[src/rtl/scs8hd_scan_seq.sv]
// Scan-chain sequencer for an scs8hd sdfrbp chain. Each run loads a
// CHAIN_LEN-bit pattern LSB first through SCD, spends one cycle with SCE low
// so the chain captures its functional inputs, then shifts the response out
// of SO into CAP_OUT. Bit j of CAP_OUT is the response of the cell loaded
// with bit j of the pattern.
module scs8hd_scan_seq #(
    parameter int   CHAIN_LEN = 16,
    parameter logic FILL      = 1'b0
) (
    input  logic                 CLK,
    input  logic                 RESET,
    input  logic                 START,
    input  logic [CHAIN_LEN-1:0] PAT_IN,
    input  logic                 SO,
    output logic                 SCE,
    output logic                 SCD,
    output logic [CHAIN_LEN-1:0] CAP_OUT,
    output logic                 BUSY,
    output logic                 DONE
);

    localparam int              CNT_W    = $clog2(CHAIN_LEN);
    localparam logic [CNT_W-1:0] CNT_LAST = CNT_W'(CHAIN_LEN - 1);

    typedef enum logic [1:0] {
        S_IDLE    = 2'd0,
        S_LOAD    = 2'd1,
        S_CAPTURE = 2'd2,
        S_UNLOAD  = 2'd3
    } state_t;

    state_t                 state_q, state_d;
    logic [CNT_W-1:0]       cnt_q, cnt_d;
    logic                   sce_q, sce_d;
    logic                   scd_q, scd_d;
    logic                   busy_q, busy_d;
    logic                   done_q, done_d;
    logic [CHAIN_LEN-1:0]   cap_out_q, cap_out_d;
    logic [CHAIN_LEN-1:0]   pat_sr_q, pat_sr_d;
    logic [CHAIN_LEN-1:0]   cap_sr_q, cap_sr_d;
    logic                   cnt_last;

    assign cnt_last = (cnt_q == CNT_LAST);

    // Next-state and next-output logic for the load/capture/unload sequence.
    always_comb begin
        state_d   = state_q;
        cnt_d     = cnt_q;
        sce_d     = sce_q;
        scd_d     = scd_q;
        busy_d    = busy_q;
        done_d    = 1'b0;
        cap_out_d = cap_out_q;
        pat_sr_d  = pat_sr_q;
        cap_sr_d  = cap_sr_q;

        case (state_q)
            S_IDLE: begin
                if (START) begin
                    // First pattern bit goes out on SCD immediately so the
                    // first chain shift happens on the very next edge.
                    pat_sr_d = PAT_IN;
                    sce_d    = 1'b1;
                    scd_d    = PAT_IN[0];
                    busy_d   = 1'b1;
                    cnt_d    = '0;
                    state_d  = S_LOAD;
                end
            end

            S_LOAD: begin
                pat_sr_d = pat_sr_q >> 1;
                if (cnt_last) begin
                    sce_d   = 1'b0;
                    scd_d   = 1'b0;
                    state_d = S_CAPTURE;
                end else begin
                    cnt_d = cnt_q + 1'b1;
                    scd_d = pat_sr_q[1];
                end
            end

            S_CAPTURE: begin
                // The chain takes its functional D on this edge; shifting
                // resumes right after, refilling the chain with FILL.
                sce_d   = 1'b1;
                scd_d   = FILL;
                cnt_d   = '0;
                state_d = S_UNLOAD;
            end

            S_UNLOAD: begin
                // SO already holds the next captured bit before the edge;
                // the first bit out belongs to the cell loaded with PAT[0].
                cap_sr_d = {SO, cap_sr_q[CHAIN_LEN-1:1]};
                if (cnt_last) begin
                    cap_out_d = cap_sr_d;
                    done_d    = 1'b1;
                    busy_d    = 1'b0;
                    sce_d     = 1'b0;
                    scd_d     = 1'b0;
                    state_d   = S_IDLE;
                end else begin
                    cnt_d = cnt_q + 1'b1;
                end
            end

            default: begin
                state_d = S_IDLE;
            end
        endcase
    end

    // Control and output registers; reset aborts any run and clears CAP_OUT.
    always_ff @(posedge CLK or posedge RESET) begin
        if (RESET) begin
            state_q   <= S_IDLE;
            cnt_q     <= '0;
            sce_q     <= 1'b0;
            scd_q     <= 1'b0;
            busy_q    <= 1'b0;
            done_q    <= 1'b0;
            cap_out_q <= '0;
        end else begin
            state_q   <= state_d;
            cnt_q     <= cnt_d;
            sce_q     <= sce_d;
            scd_q     <= scd_d;
            busy_q    <= busy_d;
            done_q    <= done_d;
            cap_out_q <= cap_out_d;
        end
    end

    // Working shift registers; every run fully rewrites them before use.
    always_ff @(posedge CLK) begin
        pat_sr_q <= pat_sr_d;
        cap_sr_q <= cap_sr_d;
    end

    assign SCE     = sce_q;
    assign SCD     = scd_q;
    assign CAP_OUT = cap_out_q;
    assign BUSY    = busy_q;
    assign DONE    = done_q;

endmodule
[config.mk]
export PLATFORM = sky130hd
export DESIGN_NAME = scs8hd_scan_seq
export DESIGN_NICKNAME = d
export VERILOG_FILES = /design/src/rtl/scs8hd_scan_seq.sv
export SDC_FILE = /design/constraint.sdc
export NUM_CORES = 1
export LEC_CHECK = 0
export CORE_UTILIZATION = 47
export CTS_CLUSTER_SIZE = 8
export DETAILED_ROUTE_END_ITERATION = 8
export GPL_ROUTABILITY_DRIVEN = 0
export PLACE_DENSITY = 0.84
export REMOVE_ABC_BUFFERS = 1
export SKIP_LAST_GASP = 1
export SYNTH_ARGS = -nofsm -noshare
export SYNTH_HDL_FRONTEND = slang
export SYNTH_SLANG_ARGS = --single-unit
[constraint.sdc]
create_clock -name CLK -period 1.8 [get_ports CLK]
set_input_delay 0.18 -clock CLK [delete_from_list [all_inputs] [get_ports CLK]]
set_output_delay 0.18 -clock CLK [all_outputs]
set_load 0.05 [all_outputs]
* Word-level counts from Yosys, hierarchy flattened
Index checks and enable logic that the tools add are counted.
** Storage, ports and cells
- Register bits after elaboration :: 58
- Input port bits :: 20
- Output and inout bits :: 20
- Logic and storage cells :: 48
** Cells by class
- $add $sub $neg :: 1
- Equality and inequality tests :: 9
- Multiplexer cells :: 18
- Reductions and logical operators :: 11
** Operators by type and width (number)
- $pmux 16 s2 :: 1
- $mux 16 :: 1
- $pmux 4 s3 :: 1
- $reduce_and 2->1 :: 5
- $mux 4 :: 2
- $ne 2x2->1 const B :: 4
- $pmux 2 s4 :: 1
- $mux 1 :: 6
- $mux 2 :: 3
- $reduce_and 3->1 :: 2
- $add 4x1->4 const B :: 1
- $eq 2x2->1 const B :: 2
- $eq 4x4->1 const B :: 1
- $pmux 1 s4 :: 1
- $reduce_bool 2->1 :: 2
- $pmux 1 s3 :: 1
- $eq 2x1->1 const B :: 1
- $logic_not 2->1 :: 1
- $ne 2x1->1 const B :: 1
- $pmux 1 s2 :: 1
- $reduce_or 2->1 :: 1

* Depth between registers and ports, before layout
Gate-level depths: netlist (run 1).
- Depth in word-level cells :: 4
- Depth in mapped cells :: 6
- Mapped depth without buffers :: 5

* Least setup slack after synthesis (run 1)
No wires, ideal clock.
- Path kind :: register -> register
- Start :: register state_q[1]
- End :: register cnt_q[0]
- Library setup time :: 0.125 ns
- Arrival time :: 1.722 ns
- Data required time :: 1.675 ns
- Setup slack :: -0.047 ns
- Cell stages (with the launch flop) :: 5
- Buffers on the path :: 0
- Cell sequence :: dfrtp_1 ha_1 nor2_1 o21ai_0 mux2_2
** On the way
- Word-level cells in the longest chain between the ends :: 4
- Elaborated cells between the ends (all ways) :: 9
- Those cells by class :: 5 x eq/ne; 1 x mux; 3 x reduce/logical
** RTL lines
- start, declared :: RTL line 32 : state_t state_q, state_d;
- start signal, assigned :: RTL line 125 : state_q <= state_d;
- $eq 2x2->1 or $eq 2x1->1 (tied branches) :: RTL line 57 : case (state_q)
- $reduce_or 2->1 (no source line)
- $ne 2x2->1 (no source line)
- $reduce_and 2->1 (no source line)
- end signal, assigned :: RTL line 126 : cnt_q <= cnt_d;
- end, declared :: RTL line 33 : logic [CNT_W-1:0] cnt_q, cnt_d;
Parallel ways exist; a longest one is shown, timed or not.
A chain may end at the register's enable or synchronous reset.

* Worst setup path in the final report (run 1)
- Start :: register busy_q, in the netlist BUSY
- End :: output BUSY
** RTL lines
- start, declared :: RTL line 36 : logic busy_q, busy_d;
- start signal, assigned :: RTL line 129 : busy_q <= busy_d;
- end, declared :: RTL line 18 : output logic BUSY,
No word-level cell between the ends.

==> results of run 1 <==
==> timing repair <==
action / in CTS / in global routing
endpoints found under the setup margin: 0 / 1
resized for setup: 0 / 1
hold buffers: 0 / 0
==> cells by family after synthesis <==
family | share of synthesized area
AOI/OAI and AO/OA | 0.0496
muxes | 0.177
DFF | 0.684
buffers and inverters | 0.0220
adders and majority gates | 0.0276
and+or+nand+nor | 0.0402
==> routing by layer <==
metal  GRT usage  part of all wire  up-vias  wire length, um
li1            -                 -      595                -
met1       0.197              0.43      613             1610
met2       0.280              0.50       44             1830
met3      0.0563             0.054        5              198
met4      0.0523             0.015        0               57
met5           0                 0        -                0
==> sequential cells by signal, summed over array words and instances, names as in the netlist <==
signal and flops:
cap_sr_q 15, DONE 1, SCD 1, BUSY 1
CAP_OUT 16, pat_sr_q 15, cnt_q 4, state_q 2
SCE 1
==> cell type report <==
class,instances,area [um2]
Multi-Input combinational cell,70,668
Clock buffer,5,68.8
Sequential cell,56,1550
Fill cell,334,1670
Timing Repair Buffer,45,435
Tap cell,52,65.1
Clock inverter,3,26.3
Inverter,6,22.5
==> path summary, 6_finish.rpt <==
path                       cells past startpoint     endpoint          from
setup / recovery                               1         BUSY          BUSY
hold / removal                                 2         DONE         RESET
setup reg to reg                               4   CAP_OUT[6]      cnt_q[0]
hold reg to reg                                0  cap_sr_q[9]  cap_sr_q[10]
max in group asynchronous                      3   CAP_OUT[0]         RESET
min in group CLK                               0  cap_sr_q[9]  cap_sr_q[10]
==> power breakdown <==
group	internal (uW)	total [uW]	leakage [uW]	switching (uW)
Clock	287	706	0.0000506	419
Sequential	1870	2040	0.000625	167
Combinational	493	1030	0.000517	537
Total	2650	3770	0.00119	1120
==> synthesized netlist by cell type, drive strengths merged, types with 2 or more instances <==
cell / number
buf: 3
inv: 6
o21ai: 7
nor2b: 2
nand2b: 2
a21oi: 3
edfxtp: 30
ha: 5
dfrtp: 26
mux2: 33
nand2: 3
nand3: 2
nor2: 3
==> per-stage QoR <==
stage	hold slack, ns	TNS [ns]	power [uW]	worst slack (ns)	util
floorplan	0.220	-0.103	2730	-0.0521	-
global placement	0.432	0	3020	0.222	0.609
detailed placement	0.433	0	3110	0.139	0.609
CTS	0.131	0	3820	0.0637	0.630
global route	0.140	0	3990	0.0313	0.630
finish	0.123	0	3770	0.0767	0.630
==> flow_summary_export.csv, run 1 <==
group,metric,value,unit
floorplan,dieArea,5110,um2
sta,fin_crit_sh,0.957,
clock_network,post_cts_buffers,0,
clock_network,clk_latency,0.31,ns
job,cap_violations,0,
floorplan,top_level_ports,40,
route,ant_nets,0,
setup_path,rrSetupSlack,0.13,ns
clock_network,clk_pin_slew_worst_paths,0.10,ns
route,drt_iter0_drc,54,
grt,grtUsageTotal,0.164,
layout,mostFrequentLayoutCells,"39 x clkdlybuf4s50_1, 30 x edfxtp_1, 26 x dfrtp_1, 25 x mux2_2, 8 x mux2_4",
yosys,syn_area_per_cell,16.8,um2
sta,relSlewSlack,0.652,
status,status,"complete, no violations",
grt,grt_start_max_net_pins,20,
yosys,synth_warnings,0,
setup_path,worstSetupPathType,"reg -> out",
route,wl,3700,um
yosys,synth_top_cell_by_area,"edfxtp_1",
yosys,netlist.area_leader.share,0.397,
setup_path,worst-path-buf-inv,1,
yosys,synthTopCellsByArea,"edfxtp_1 40%, dfrtp_1 29%, mux2_2 12%",
pwr,ir_worst_vdd,628,uV
setup_path,crit_arrival,1.54,ns
pwr,p_per_area,1330,nW/um2
layout,drive_above_1_share,0.276,
yosys,synth-edff-count,30,
setup_path,required,1.62,ns
layout,fin_nets,209,
yosys,syn_inst,135,
setup_path,cp_top_family,"buffers and inverters",
clock_network,ctsHtreeMaxLevel,2,
floorplan,coreArea,4500,um2
layout,syn_to_final_growth,25.0,%
layout,final_common_cell,"clkdlybuf4s50_1",
placement,place_area,2740,um2
pwr,leakage,0.00119,uW
sta,finalClockSkew,0.00829,ns
grt,antenna_found_initial,0,
clock_network,cts_tree,"yes",
route,vias,1257,
sta,setup_viol,0,
clock_network,cts.sinks,56,
grt,grt_overflow_total,0,
yosys,synth_area,2270,um2
setup_path,critPathLaunchType,"flop",
yosys,synth_cell_type_count,27,
layout,fin_cells,237,
route,firstDrtPassIters,4,
grt,grt_pass1_wl,6260,um
route,post_drt_wl_per_cell,15.6,um
setup_path,cpMaxStageDelayCell,"clkdlybuf4s50_1",
layout,stdcell_area,2840,um2
yosys,synthArstFlopShare,0.464,
sta,layout_min_cycle_time,1.72,ns
clock_network,cts_buffers,5,
floorplan,initial_core_util,0.504,
yosys,synth-seq-cells,56,
yosys,ys_dominant_reg_cell,"edfxtp_1",
placement,dp_cells,229,
sta,finalHoldViolCount,0,
setup_path,end_kind,"output pin",
sta,worst_pin_slew,0.520,ns
setup_path,crit_path_max_fanout,3,
grt,grt_pass1_vias,1306,
sta,fmax,580,MHz
floorplan,die_h,71.5,um
route,drc,0,
hold_path,min_path_type,"in -> async",
setup_path,cp_cell_sequence,"clkdlybuf4s50_1",
placement,port_buffers,39,
floorplan,die_w,71.5,um
clock_network,root_buffer,"clkbuf_8",
setup_path,max_stage_delay,0.83,ns
layout,diodes,0,
clock_network,cts_max_path_buffers,2,
yosys,yosysSeqAreaShare,0.684,
floorplan,core.rowCount,24,
route,vias_per_cell,5.30,
sta,drv_slew,0,
sta,rsz0062_at_grt,"false",
placement,post-dp-hpwl,2810,um
Power figures use the tool's default switching activity.
==> run 2: changes to the inputs <==
--- a/config.mk
+++ b/config.mk
@@ -5,11 +5,13 @@
 export SDC_FILE = /design/constraint.sdc
 export NUM_CORES = 1
 export LEC_CHECK = 0
-export CORE_UTILIZATION = 47
+export CORE_MARGIN = 4
+export CORE_UTILIZATION = 50
+export CTS_CLUSTER_DIAMETER = 80
 export CTS_CLUSTER_SIZE = 8
 export DETAILED_ROUTE_END_ITERATION = 8
 export GPL_ROUTABILITY_DRIVEN = 0
-export PLACE_DENSITY = 0.84
+export PLACE_DENSITY = 0.85
 export REMOVE_ABC_BUFFERS = 1
 export SKIP_LAST_GASP = 1
 export SYNTH_ARGS = -nofsm -noshare
==> constraint.sdc (replaced) <==
create_clock -name CLK -period 1.7 [get_ports CLK]
set_input_delay 0.17 -clock CLK [delete_from_list [all_inputs] [get_ports CLK]]
set_output_delay 0.17 -clock CLK [all_outputs]
set_load 0.05 [all_outputs]
==> flow_summary_export.csv, run 2 (synthesis results as in run 1) <==
group,metric,value,unit
status,status,"complete, no violations",
floorplan,coreArea,4380,um2
setup_path,crit_path_max_fanout,2,
layout,final_common_cell,"clkdlybuf4s50_1",
setup_path,end_kind,"output pin",
sta,setup_viol,0,
grt,grt_pass1_vias,1273,
sta,relSlewSlack,0.659,
clock_network,cts_buffers,5,
grt,grtUsageMet2,0.239,
floorplan,dieArea,5680,um2
clock_network,cts.sinks,56,
layout,mostFrequentLayoutCells,"32 x clkdlybuf4s50_1, 30 x edfxtp_1, 26 x dfrtp_1, 25 x mux2_2, 9 x buf_4",
layout,fin_cells,237,
setup_path,cpMaxStageDelayCell,"clkdlybuf4s50_1",
clock_network,hold_buffers,0,
clock_network,cts.repair.resized,0,
grt,grt_pass1_wl,5770,um
floorplan,top_level_ports,40,
layout,syn_to_final_growth,24.8,%
sta,drv_slew,0,
grt,grt_use_met3,0.0541,
layout,diodes,0,
hold_path,min_path_type,"in -> async",
clock_network,cts_max_path_buffers,2,
setup_path,timing.rr.end,"CAP_OUT[1]",
setup_path,rr_startpoint,"cnt_q[0]",
clock_network,post_cts_buffers,0,
route,firstDrtPassIters,3,
sta,rsz0062_at_grt,"true",
clock_network,cts_tree,"yes",
route,post_drt_wl_per_cell,15.6,um
layout,fillers,314,
grt,antenna_found_initial,0,
route,ant_nets,0,
clock_network,ctsHtreeMaxLevel,2,
floorplan,core.rowCount,24,
sta,finalHoldViolCount,0,
pwr,leakage,0.00127,uW
route,vias_per_cell,5.25,
sta,fin_crit_sh,0.972,
clock_network,root_buffer,"clkbuf_8",
placement,post-dp-hpwl,2740,um
clock_network,clk_pin_slew_worst_paths,0.09,ns
setup_path,cp_cell_sequence,"clkdlybuf4s50_1",
setup_path,max_stage_delay,0.80,ns
pwr,p_per_area,1390,nW/um2
setup_path,cp_top_family,"buffers and inverters",
sta,tns,0,ns
grt,grt-busiest-layer,"met2",
route,vias,1244,
setup_path,worst-path-buf-inv,1,
layout,largest_reg_flops,16,
sta,hold_slack,0.221,ns
pwr,total_power,3920,uW
layout,stdcell_area,2830,um2
sta,worst_pin_slew,0.509,ns
route,drc,0,
grt,grt_overflow_total,0,
setup_path,crit_arrival,1.48,ns
setup_path,rrSetupSlack,0.07,ns
clock_network,clk_latency,0.31,ns
placement,dp_cells,229,
setup_path,critPathLaunchType,"flop",
grt,gr-usage-met1,0.157,
grt,grtUsageTotal,0.140,
layout,drive_above_1_share,0.292,
grt,grt_start_max_net_pins,27,
layout,fin_nets,209,
sta,fmax,605,MHz
sta,finalClockSkew,0.00739,ns
floorplan,initial_core_util,0.518,
sta,layout_min_cycle_time,1.65,ns
setup_path,reg2reg_depth,4,
floorplan,die_h,75.4,um
placement,port_buffers,39,
route,wl,3690,um
setup_path,worstSetupPathType,"reg -> out",
job,cap_violations,0,
placement,place_area,2740,um2
floorplan,die_w,75.4,um
pwr,ir_worst_vdd,742,uV
setup_path,required,1.53,ns
route,drt_iter0_drc,40,
-- run 2: layout make-up --
cell class | instances | area, um2 | share of cell area
flip-flops and latches | 56 | 1550 | 0.548
multi-input cells | 70 | 668 | 0.236
repair buffers | 45 | 438 | 0.155
clock buffers | 5 | 68.8 | 0.0243
well taps | 52 | 65.1 | 0.0230
inverters | 6 | 22.5 | 0.00795
clock inverters | 3 | 18.8 | 0.00663
-- run 2: metal layers --
metal / vias up / share of wire
met4: 0 / 0.019
met2: 41 / 0.49
met5: - / 0
met1: 599 / 0.41
met3: 9 / 0.083
li1: 595 / -
-- run 2: power breakdown --
| part | internal [uW] | leakage (uW) | switching [uW] | total (uW) |
|---|---|---|---|---|
| sequential | 1980 | 0.000625 | 159 | 2140 |
| clock | 288 | 0.0000479 | 405 | 692 |
| combinational | 520 | 0.000593 | 577 | 1100 |
| total | 2780 | 0.00127 | 1140 | 3920 |
-- run 2: per-stage QoR --
stage | util | worst slack [ns]
2_1_floorplan | - | -0.152
3_3_place_gp | 0.624 | 0.111
3_5_place_dp | 0.624 | 0.0651
4_1_cts | 0.644 | 0.0182
5_1_grt | 0.646 | -0.0227
6_report | 0.646 | 0.0474
-- run 2: worst max-delay path by stage --
stage / from / to / slack, ns / cells after the start
finish: CAP_OUT[8] / CAP_OUT[8] / 0.05 / 1
global route: cnt_q[0] / CAP_OUT[6] / -0.02 / 4
detailed placement: cnt_q[0] / CAP_OUT[6] / 0.07 / 4
global placement: cnt_q[0] / state_q[1] / 0.11 / 4
floorplan: state_q[1] / cnt_q[0] / -0.15 / 5
CTS: CAP_OUT[11] / CAP_OUT[11] / 0.02 / 1
==> run 3: changes to the inputs <==
--- a/config.mk
+++ b/config.mk
@@ -11,6 +11,7 @@
 export CTS_CLUSTER_SIZE = 8
 export DETAILED_ROUTE_END_ITERATION = 8
 export GPL_ROUTABILITY_DRIVEN = 0
+export GPL_TIMING_DRIVEN = 1
 export PLACE_DENSITY = 0.85
 export REMOVE_ABC_BUFFERS = 1
 export SKIP_LAST_GASP = 1
==> results of run 3 <==
Final layout, timing and power as in run 2 (identical DEF).
